`src/rtl/fir_pkg.sv`:
```
// fir_pkg: shared fixed-point formats and requantize helpers for the 3-tap FIR.
//   Sample format x : Q3.4  (FIR_X_W bits, FIR_X_FRAC fraction bits)
//   Output format y : Q5.10 (FIR_Y_W bits, FIR_Y_FRAC fraction bits)
//   fir_req_round(y) : y rounded half toward +inf and shifted to x scale,
//                      FIR_REQ_Q_W bits wide.
//   fir_req_is_sat(q): q lies outside the x range.
//   fir_req_clip(q)  : q clipped to FIR_X_MIN..FIR_X_MAX, FIR_X_W bits.
package fir_pkg;

  localparam int FIR_X_W       = 8;
  localparam int FIR_X_FRAC    = 4;
  localparam int FIR_Y_W       = 16;
  localparam int FIR_Y_FRAC    = 10;
  localparam int FIR_REQ_SHIFT = FIR_Y_FRAC - FIR_X_FRAC;

  // Width of the shifted, not yet clipped, value: 17-bit sum minus the shift.
  localparam int FIR_REQ_Q_W   = FIR_Y_W + 1 - FIR_REQ_SHIFT;

  localparam logic [FIR_X_W-1:0] FIR_X_MAX = 8'h7F;
  localparam logic [FIR_X_W-1:0] FIR_X_MIN = 8'h80;

  // Half an output LSB, in y scale.
  localparam logic [FIR_Y_W:0] FIR_REQ_ROUND = (FIR_Y_W + 1)'(1) << (FIR_REQ_SHIFT - 1);

  function automatic logic [FIR_REQ_Q_W-1:0] fir_req_round(input logic [FIR_Y_W-1:0] y);
    logic signed [FIR_Y_W:0] sum;
    // One guard bit so that 0x7FFF + round cannot wrap negative.
    sum = $signed({y[FIR_Y_W-1], y} + FIR_REQ_ROUND);
    return FIR_REQ_Q_W'(sum >>> FIR_REQ_SHIFT);
  endfunction

  // In range exactly when every bit from the x sign bit upward agrees.
  function automatic logic fir_req_is_sat(input logic [FIR_REQ_Q_W-1:0] q);
    return !((&q[FIR_REQ_Q_W-1:FIR_X_W-1]) || !(|q[FIR_REQ_Q_W-1:FIR_X_W-1]));
  endfunction

  function automatic logic [FIR_X_W-1:0] fir_req_clip(input logic [FIR_REQ_Q_W-1:0] q);
    if (fir_req_is_sat(q)) return q[FIR_REQ_Q_W-1] ? FIR_X_MIN : FIR_X_MAX;
    return q[FIR_X_W-1:0];
  endfunction

endpackage

```
`src/rtl/fir_out_requant_if.sv`:
```
// fir_out_requant_if: sample stream into and out of the requantizer.
//   in_valid/in_data   : Q5.10 samples from the FIR (no back-pressure)
//   out_valid/out_ready/out_data : Q3.4 results, valid/ready handshake
//   master : environment side (drives samples, sink ready)
//   slave  : requantizer side
interface fir_out_requant_if;
  import fir_pkg::*;

  logic               in_valid;
  logic [FIR_Y_W-1:0] in_data;
  logic               out_valid;
  logic               out_ready;
  logic [FIR_X_W-1:0] out_data;

  modport master (output in_valid, in_data, out_ready, input out_valid, out_data);
  modport slave  (input in_valid, in_data, out_ready, output out_valid, out_data);

endinterface

```
`src/rtl/fir_req_fifo.sv`:
```
// fir_req_fifo: synchronous FIFO, no fall-through.
//   push/wdata : write when push (caller guarantees !full or simultaneous pop)
//   pop/rdata  : rdata is the head; pop advances it (caller guarantees !empty)
//   full/empty/level : derived from the registered occupancy
//   rst_n : synchronous, active-low; clears pointers and level.
module fir_req_fifo #(
  parameter int W     = 8,
  parameter int DEPTH = 4,
  localparam int AW   = $clog2(DEPTH),
  localparam int LW   = AW + 1
) (
  input  logic          clk,
  input  logic          rst_n,
  input  logic          push,
  input  logic [W-1:0]  wdata,
  input  logic          pop,
  output logic [W-1:0]  rdata,
  output logic          full,
  output logic          empty,
  output logic [LW-1:0] level
);

  logic [W-1:0]  mem [DEPTH];
  logic [AW-1:0] wr_ptr;
  logic [AW-1:0] rd_ptr;

  // NOTE: storage has no reset; an entry is only ever read once level says
  // it was written, so clearing it would buy nothing.
  always_ff @(posedge clk) begin
    if (push) mem[wr_ptr] <= wdata;
  end

  // NOTE: sequential state uses non-blocking assignment so every register
  // samples pre-edge values regardless of statement order.
  always_ff @(posedge clk) begin
    if (!rst_n) begin
      wr_ptr <= '0;
      rd_ptr <= '0;
      level  <= '0;
    end else begin
      // DEPTH is a power of two, so pointers wrap by plain overflow.
      if (push) wr_ptr <= wr_ptr + AW'(1);
      if (pop)  rd_ptr <= rd_ptr + AW'(1);
      case ({push, pop})
        2'b10:   level <= level + LW'(1);
        2'b01:   level <= level - LW'(1);
        default: ;
      endcase
    end
  end

  assign empty = (level == '0);
  assign full  = (level == LW'(DEPTH));
  // Masked while empty so the head reads 0 out of reset.
  assign rdata = empty ? '0 : mem[rd_ptr];

endmodule

```
`src/rtl/fir_out_requant.sv`:
```
// fir_out_requant: rounds/saturates Q5.10 FIR output to Q3.4 and buffers
// the results in a DEPTH-entry FIFO for a back-pressuring sink.
//   clk, rst_n : single clock, synchronous active-low reset
//   bus        : fir_out_requant_if.slave (input stream, output handshake)
//   level      : FIFO occupancy
//   ovf        : sticky, set when a sample arrives with the FIFO full and
//                no pop; a set beats a simultaneous ovf_clr
//   ovf_clr    : clears ovf (and sat_cnt when present)
//   sat_cnt    : only with FIR_REQ_SAT_CNT_EN defined; saturating count of
//                stage-1 samples that were clipped
module fir_out_requant
  import fir_pkg::*;
#(
  parameter int DEPTH = 4
) (
  input  logic                    clk,
  input  logic                    rst_n,
  fir_out_requant_if.slave        bus,
  output logic [$clog2(DEPTH):0]  level,
  output logic                    ovf,
  input  logic                    ovf_clr
`ifdef FIR_REQ_SAT_CNT_EN
  ,
  output logic [15:0]             sat_cnt
`endif
);

  logic [FIR_REQ_Q_W-1:0] req_q;
  logic                   s1_valid;
  logic [FIR_X_W-1:0]     s1_data;
  logic                   push;
  logic                   pop;
  logic                   drop;
  logic                   full;
  logic                   empty;

  assign req_q = fir_req_round(bus.in_data);

  // Stage 1 never stalls; the FIFO absorbs or drops what it produces.
  always_ff @(posedge clk) begin
    if (!rst_n) begin
      s1_valid <= 1'b0;
      s1_data  <= '0;
    end else begin
      s1_valid <= bus.in_valid;
      s1_data  <= fir_req_clip(req_q);
    end
  end

  assign pop  = bus.out_valid & bus.out_ready;
  // A pop frees the slot this same edge, so full does not block the push.
  assign push = s1_valid & (!full | pop);
  assign drop = s1_valid & full & !pop;

  fir_req_fifo #(
    .W     (FIR_X_W),
    .DEPTH (DEPTH)
  ) u_fifo (
    .clk   (clk),
    .rst_n (rst_n),
    .push  (push),
    .wdata (s1_data),
    .pop   (pop),
    .rdata (bus.out_data),
    .full  (full),
    .empty (empty),
    .level (level)
  );

  assign bus.out_valid = !empty;

  always_ff @(posedge clk) begin
    if (!rst_n)       ovf <= 1'b0;
    else if (drop)    ovf <= 1'b1;
    else if (ovf_clr) ovf <= 1'b0;
  end

`ifdef FIR_REQ_SAT_CNT_EN
  logic s1_sat;

  always_ff @(posedge clk) begin
    if (!rst_n) s1_sat <= 1'b0;
    else        s1_sat <= fir_req_is_sat(req_q);
  end

  always_ff @(posedge clk) begin
    if (!rst_n || ovf_clr)
      sat_cnt <= '0;
    else if (s1_valid && s1_sat && sat_cnt != 16'hFFFF)
      sat_cnt <= sat_cnt + 16'd1;
  end
`endif

endmodule
```
`src/flat_wrapper.sv`:
```
// flat-port wrapper written by rule: the top's interface ports become plain ports
module fir_out_requant_flat import fir_pkg::*;
#(
  parameter int DEPTH = 4
)
  (clk, rst_n, level, ovf, ovf_clr, bus_in_valid, bus_in_data, bus_out_ready, bus_out_valid, bus_out_data);
  fir_out_requant_if bus_i ();
  input  logic clk;
  input  logic rst_n;
  output logic [$clog2(DEPTH):0] level;
  output logic ovf;
  input  logic ovf_clr;
  input wire logic [$bits(bus_i.in_valid)-1:0] bus_in_valid;
  input wire logic [$bits(bus_i.in_data)-1:0] bus_in_data;
  input wire logic [$bits(bus_i.out_ready)-1:0] bus_out_ready;
  output wire logic [$bits(bus_i.out_valid)-1:0] bus_out_valid;
  output wire logic [$bits(bus_i.out_data)-1:0] bus_out_data;
  assign bus_i.in_valid = bus_in_valid;
  assign bus_i.in_data = bus_in_data;
  assign bus_i.out_ready = bus_out_ready;
  assign bus_out_valid = bus_i.out_valid;
  assign bus_out_data = bus_i.out_data;
  fir_out_requant #(.DEPTH(DEPTH)) u_core (.clk(clk), .rst_n(rst_n), .bus(bus_i), .level(level), .ovf(ovf), .ovf_clr(ovf_clr));
endmodule
```
`config.mk`:
```
export PLATFORM = sky130hd
export DESIGN_NAME = fir_out_requant_flat
export DESIGN_NICKNAME = d
export VERILOG_FILES = /design/src/rtl/fir_pkg.sv /design/src/rtl/fir_out_requant_if.sv /design/src/rtl/fir_req_fifo.sv /design/src/rtl/fir_out_requant.sv /design/src/flat_wrapper.sv
export SDC_FILE = /design/constraint.sdc
export NUM_CORES = 1
export LEC_CHECK = 0
export ABC_CLOCK_PERIOD_IN_PS = 3000
export BUFFER_PORTS_ARGS = -buffer_cell sky130_fd_sc_hd__buf_4
export CAP_MARGIN = 20
export CORE_UTILIZATION = 30
export DETAILED_ROUTE_END_ITERATION = 6
export MAX_ROUTING_LAYER = met4
export RECOVER_POWER = 25
export SYNTH_ARGS = -nofsm -noshare
export SYNTH_HDL_FRONTEND = slang
export SYNTH_HIERARCHICAL = 1
export SYNTH_SLANG_ARGS = --single-unit
export TNS_END_PERCENT = 1
```
`constraint.sdc`:
```
create_clock -name clk -period 3 [get_ports clk]
set_input_delay 0 -clock clk [delete_from_list [all_inputs] [get_ports clk]]
set_output_delay 0 -clock clk [all_outputs]
set_load 0.02 [all_outputs]
```
======== After elaboration in Yosys (flattened, before gate mapping) ========
Memories as Yosys holds them, arrays and structs flattened. A register that Yosys moved wholly into a read port is not among the register bits.
Index checks and enable logic that the tools add are counted.
operators by class
  equal/unequal tests ..................... 3
  add/sub/neg operators ................... 5
  reduce and logical (&&, ||, !) cells .... 10
  multiplexer cells ....................... 13
  bitwise gates (word level) .............. 5
operator list
  kind                   number
  $mux 8                 4
  $add 16x7->17 const B  1
  $mux 1                 6
  $pmux 3 s2             1
  $add 2x1->2 const B    2
  $and 1x1->1            4
  $logic_not 1->1        4
  $mux 2                 2
  $reduce_and 4->1       1
  $reduce_bool 2->1      2
  $reduce_or 4->1        1
  $add 3x1->3 const B    1
  $eq 3x3->1 const B     1
  $logic_not 3->1        1
  $sub 3x1->3 const B    1
  $eq 2x1->1 const B     1
  $eq 2x2->1 const B     1
  $logic_or 1x1->1       1
  $or 1x1->1             1
storage, ports and cells
  bits in writable memories ............... 32
  bits in registers ....................... 17
  logic and storage cells ................. 43
  input bits .............................. 21
  output and inout port bits .............. 13
  memories ................................ 1
memories
  memory             words  width  read ports  clocked after memory_dff  wr ports  RTL line            text
  u_core.u_fifo.mem  4      8      1           1                         1         fir_req_fifo.sv:23  logic [W-1:0] mem [DEPTH];

======== Depth between registers and ports, before layout ========
  word-level depth ........................ 7
  gate-level depth with buffers ........... 11
  mapped depth without buffers ............ 11

======== Modules after synthesis ========
The synthesis kept the hierarchy.
modules (own cells, without submodules)
  module           area an instance (um^2)  cells an instance  times used  sequential area each (um^2)
  fir_req_fifo     1,662.8                  96                 1           1,141.1
  fir_out_requant  560.5                    63                 1           200.2

======== Least setup slack after synthesis ========
OpenSTA, ideal clock, no wires.
  kind .................................... register to register
  from .................................... reg u_core.u_fifo.level[2]
  to ...................................... reg u_core.u_fifo.level[2]
  period minus slack after synthesis ...... 2,702 ps
  arrival time ............................ 2,626 ps
  library setup time ...................... 76 ps
  buffers on the path ..................... 0
  data required time ...................... 2,924 ps
  cell stages (with the launch flop) ...... 12
  path slack .............................. 298 ps
  path through ............................ dfxtp_1 nor3_2 inv_1 nand2_1 a21boi_0 inv_1 ha_1 inv_1 fa_1 xor2_1 or3_1 a21boi_0
on the way
  longest elaborated chain between the ends .. 7
  elaborated cells between the ends (all ways) .. 13
  those cells by class .................... add/sub: 2; eq/ne: 3; mux: 1; bitwise: 3; reduce/logical: 4
RTL lines
  what                                                    RTL line               text
  from (decl)                                             fir_req_fifo.sv:20     output logic [LW-1:0] level
  from (signal assigned)                                  fir_req_fifo.sv:45     2'b10: level <= level + LW'(1);
  from (signal assigned)                                  fir_req_fifo.sv:46     2'b01: level <= level - LW'(1);
  $logic_not 3->1 *                                       fir_req_fifo.sv:52     assign empty = (level == '0);
  net u_core.empty                                        fir_out_requant.sv:35  logic empty;
  $logic_not 1->1 *                                       fir_out_requant.sv:70  assign bus.out_valid = !empty;
  net bus_out_valid                                       flat_wrapper.sv:16     output wire logic [$bits(bus_i.out_valid)-1:0] bus_out_valid;
  $and 1x1->1 *                                           fir_out_requant.sv:50  assign pop = bus.out_valid & bus.out_ready;
  $or 1x1->1 *                                            fir_out_requant.sv:52  assign push = s1_valid & (!full | pop);
  $and 1x1->1 *                                           fir_out_requant.sv:52
  net u_core.push                                         fir_out_requant.sv:31  logic push;
  $eq 2x1->1 / $eq 2x2->1 (equally long branches)         fir_req_fifo.sv:44     case ({push, pop})
  $pmux 3 s2 / $reduce_bool 2->1 (equally long branches)  -
The timed path passes the listed nets; every way through them passes the cells marked *.
A chain may end at the register's enable or synchronous reset.

======== Worst setup path in the final report ========
  from .................................... reg u_core.u_fifo.level[2]
  to ...................................... reg u_core.u_fifo.level[2]
on the way
  longest elaborated chain between the ends .. 7
  elaborated cells between the ends (all ways) .. 13
  those cells by class .................... add/sub: 2; eq/ne: 3; mux: 1; bitwise: 3; reduce/logical: 4
RTL lines
  what                                                    RTL line
  $logic_not 3->1 *                                       fir_req_fifo.sv:52
  net u_core.empty                                        fir_out_requant.sv:35
  $logic_not 1->1 *                                       fir_out_requant.sv:70
  $and 1x1->1 *                                           fir_out_requant.sv:50
  $or 1x1->1 *                                            fir_out_requant.sv:52
  $and 1x1->1 *                                           fir_out_requant.sv:52
  net u_core.push                                         fir_out_requant.sv:31
  $eq 2x1->1 / $eq 2x2->1 (equally long branches)         fir_req_fifo.sv:44
  $pmux 3 s2 / $reduce_bool 2->1 (equally long branches)  -
Marked as above.

==> results.py <==
metrics = {
    "synth": {
        "netlist_area_um2": 2223,
        "yosys.area_share.simple_pct": 12.89,
        "syn-num-nets": 187,
        "netlist_instances": 159,
        "synth_area_per_cell_um2": 13.98,
        "synthFlopType": "edfxtp_1",
        "synth_compound_area_share_pct": 5.627,
        "ys_seq_area_share_pct": 60.33,
        "yosysUniqueCellTypes": 38,
        "ys_ff_latch": 51,
        "synth_top_family_by_area": "simple AND/OR/NAND/NOR gates",
        "synth_xor_xnor_area_share_pct": 4.333,
        "yosys.area_share.adder_pct": 4.277,
        "synth_edf_count": 32,
        "async_reset_ff_share_pct": 0,
        "synth.area.mux_share_pct": 9.567,
        "yosys_warnings": 6,
    },
    "floorplanning": {
        "die_y_um": 88.09,
        "rows": 31,
        "ioPinCount": 34,
        "die_w_um": 88.09,
        "initial_core_util_pct": 30.82,
        "core_area_um2": 7214,
        "dieArea_um2": 7760,
    },
    "critical_path": {
        "cp.arrival_ps": 2600,
        "critPathCaptureType": "flop",
        "ff2ff_setup_slack_ps": 630,
        "cp.required_ps": 3220,
        "r2r_start": "u_core/u_fifo/level[2]$_SDFFE_PN0P_",
        "critPathKind": "flop to flop",
        "rr_worst_depth": 12,
        "critPathMaxFanout": 7,
        "start_kind": "flop",
        "r2r-end": "u_core/u_fifo/level[2]$_SDFFE_PN0P_",
    },
    "global_routing": {
        "track_usage_pct": 10.62,
        "grt_pass1_vias": 1260,
        "antenna_found_initial": 0,
        "grt_pass1_wl_um": 5913,
        "grt_max_degree": 16,
        "grt-ovfl-total": 0,
    },
    "timing": {
        "tightest_slew_ps": 540.0,
        "period_share_pct": 79.08,
        "period_needed_ps": 2372,
        "slew_headroom_pct": 63.95,
        "skew_ps": 5.732,
        "whs_ps": 7.134,
        "fmax_mhz": 421.5,
        "final-setup-viol-count": 0,
        "hold_violations": 0,
        "rsz0062_at_grt": "no",
        "drv_slew": 0,
        "fin_tns_setup_ps": 0,
    },
    "drt": {
        "drcViolationCount": 0,
        "routedWlPerCell_um": 12.19,
        "num_vias": 1296,
        "first_pass_iters": 6,
        "routed_wl_um": 3595,
        "drt-initial-drc-count": 63,
        "ant_nets": 0,
        "vias_per_cell": 4.393,
    },
    "final_layout": {
        "area_growth_pct": 19.47,
        "final_layout_size_suffix_gt1_share_pct": 27.04,
        "nNetsFinal": 223,
        "n_fill_cell": 724,
        "diodes": 0,
        "final_area_um2": 2656,
    },
    "power_and_ir_drop": {
        "vdd_drop_max_uv": 221.6,
        "powerDensity_nw_per_um2": 704.2,
        "p_leak_nw": 0.9694,
        "finalPower_mw": 1.870,
    },
    "clock_tree": {
        "cts_setup_buffers": 0,
        "cts_hold_buf": 2,
        "worstSkewPairLatency_ps": 290,
        "htreeDepth": 2,
        "cts.sinks": 51,
        "cts_buffers": 5,
        "cts-resized-gates": 0,
        "clockRootBuffer": "clkbuf_8",
        "clk_pin_slew_ps": 80,
        "ctsLongestPathBuffers": 2,
        "cts_tree": "built",
    },
    "worst_hold_path": {
        "whs_path_depth": 4,
        "min_to": "u_core/ovf$_SDFFE_PN0P_",
        "hp-class": "input port to flop",
        "hold_start": "ovf_clr",
    },
    "placement": {
        "portBuffers": 28,
        "gp_congestion": 0.7096,
        "hpwl_um": 2534,
        "dpl_cell_area_um2": 2551,
    },
    "status": {
        "status": "complete, no violations",
    },
    "job": {
        "drv_cap": 0,
    },
}
synth_stat cells (2+ instances only):
cell type  instances  area (µm²)
edfxtp_1          32       960.9
dfxtp_1           19       380.4
and2_1            12       75.07
inv_1             12       45.04
nor2b_1            9       56.30
mux4_2             8       180.2
a21oi_1            7       35.03
xor2_1             7       61.31
ha_1               6       75.07
nand2_1            5       18.77
nand3_1            4       20.02
xnor2_1            4       35.03
nor2_1             3       11.26
o21ai_0            3       15.01
a21boi_0           2       15.01
and3_1             2       12.51
nand3_2            2       20.02
nor3_2             2       20.02
report_power, final:
group / internal, mW / total [mW] / switching (mW)
registers: 0.809 / 0.883 / 0.0733
logic: 0.307 / 0.615 / 0.308
clock network: 0.163 / 0.372 / 0.209
total: 1.28 / 1.87 / 0.591
worst max-delay path, stage by stage (launching register included):
cell and delay (ps):
dfxtp_1 350, nor3_2 230, inv_1 80, nand2_1 110, a21boi_0 90, buf_4 160
inv_1 50, ha_1 170, inv_1 60, fa_1 370, xor2_1 180, or3_1 300
a21boi_0 160
layout by cell type, fill, tap and decap left out, types with 2 or more instances in the layout:
master         count
edfxtp_1          32
buf_4             30
dfxtp_1           19
inv_1             12
and2_1            12
nor2b_1            9
mux4_2             8
xor2_1             7
a21oi_1            7
ha_1               6
clkbuf_8           5
nand2_1            5
nand3_1            4
xnor2_1            4
nor2_1             3
o21ai_0            3
dlygate4sd3_1      2
a21boi_0           2
nand3_2            2
and3_1             2
nor3_2             2
layout make-up:
type | instances | area, µm² | area share [%]
clock buffer | 6 | 72.57 | 2.732
clock inverter | 2 | 12.51 | 0.4710
inverter | 12 | 45.04 | 1.696
multi-input combinational | 93 | 815.8 | 30.71
sequential | 51 | 1341 | 50.49
tap | 99 | 123.9 | 4.663
timing repair buffer | 32 | 245.2 | 9.232
sequential cells by signal, summed over array words and instances, names as in the netlist, named ones only:
signal and count:
u_core/ovf 1, u_core/s1_data 8, u_core/s1_valid 1, u_core/u_fifo/level 3, u_core/u_fifo/mem 32, u_core/u_fifo/rd_ptr 2, u_core/u_fifo/wr_ptr 2
logic make-up after synthesis:
family / count (synthesis)
simple gates: 46
buf+inv: 15
compound gates: 19
fa+ha+maj: 7
xor+xnor: 11
flops: 51
mux: 10
worst max-delay path by stage:
stage | start | endpoint | slack, ps | cells after the start
after floorplan | u_core/u_fifo/level[2]$_SDFFE_PN0P_ | u_core/u_fifo/level[2]$_SDFFE_PN0P_ | 300 | 11
after global placement | u_core/u_fifo/level[2]$_SDFFE_PN0P_ | u_core/u_fifo/level[2]$_SDFFE_PN0P_ | 690 | 12
after detailed placement | u_core/u_fifo/level[2]$_SDFFE_PN0P_ | u_core/u_fifo/level[2]$_SDFFE_PN0P_ | 660 | 12
after CTS | u_core/u_fifo/level[2]$_SDFFE_PN0P_ | u_core/u_fifo/level[2]$_SDFFE_PN0P_ | 630 | 12
after global routing | u_core/u_fifo/level[2]$_SDFFE_PN0P_ | u_core/u_fifo/level[2]$_SDFFE_PN0P_ | 450 | 12
final | u_core/u_fifo/level[2]$_SDFFE_PN0P_ | u_core/u_fifo/level[2]$_SDFFE_PN0P_ | 630 | 12
layer usage:
metal	global-route usage [%]	part of all wire, %
met1	12.76	47
met2	17.12	48
met3	1.979	2.7
met4	5.279	2.0
met5	-	0
metrics by stage:
stage | util [%] | setup WS [ps] | std cells
after floorplan | - | 298.2 | 159
after global placement | 35.36 | 694.8 | 285
final | 36.82 | 627.7 | 295
after CTS | 36.82 | 632.3 | 295
after detailed placement | 35.36 | 662.7 | 285
after global routing | 36.82 | 448.4 | 295
Note: power is estimated with default switching activity, not from simulation.
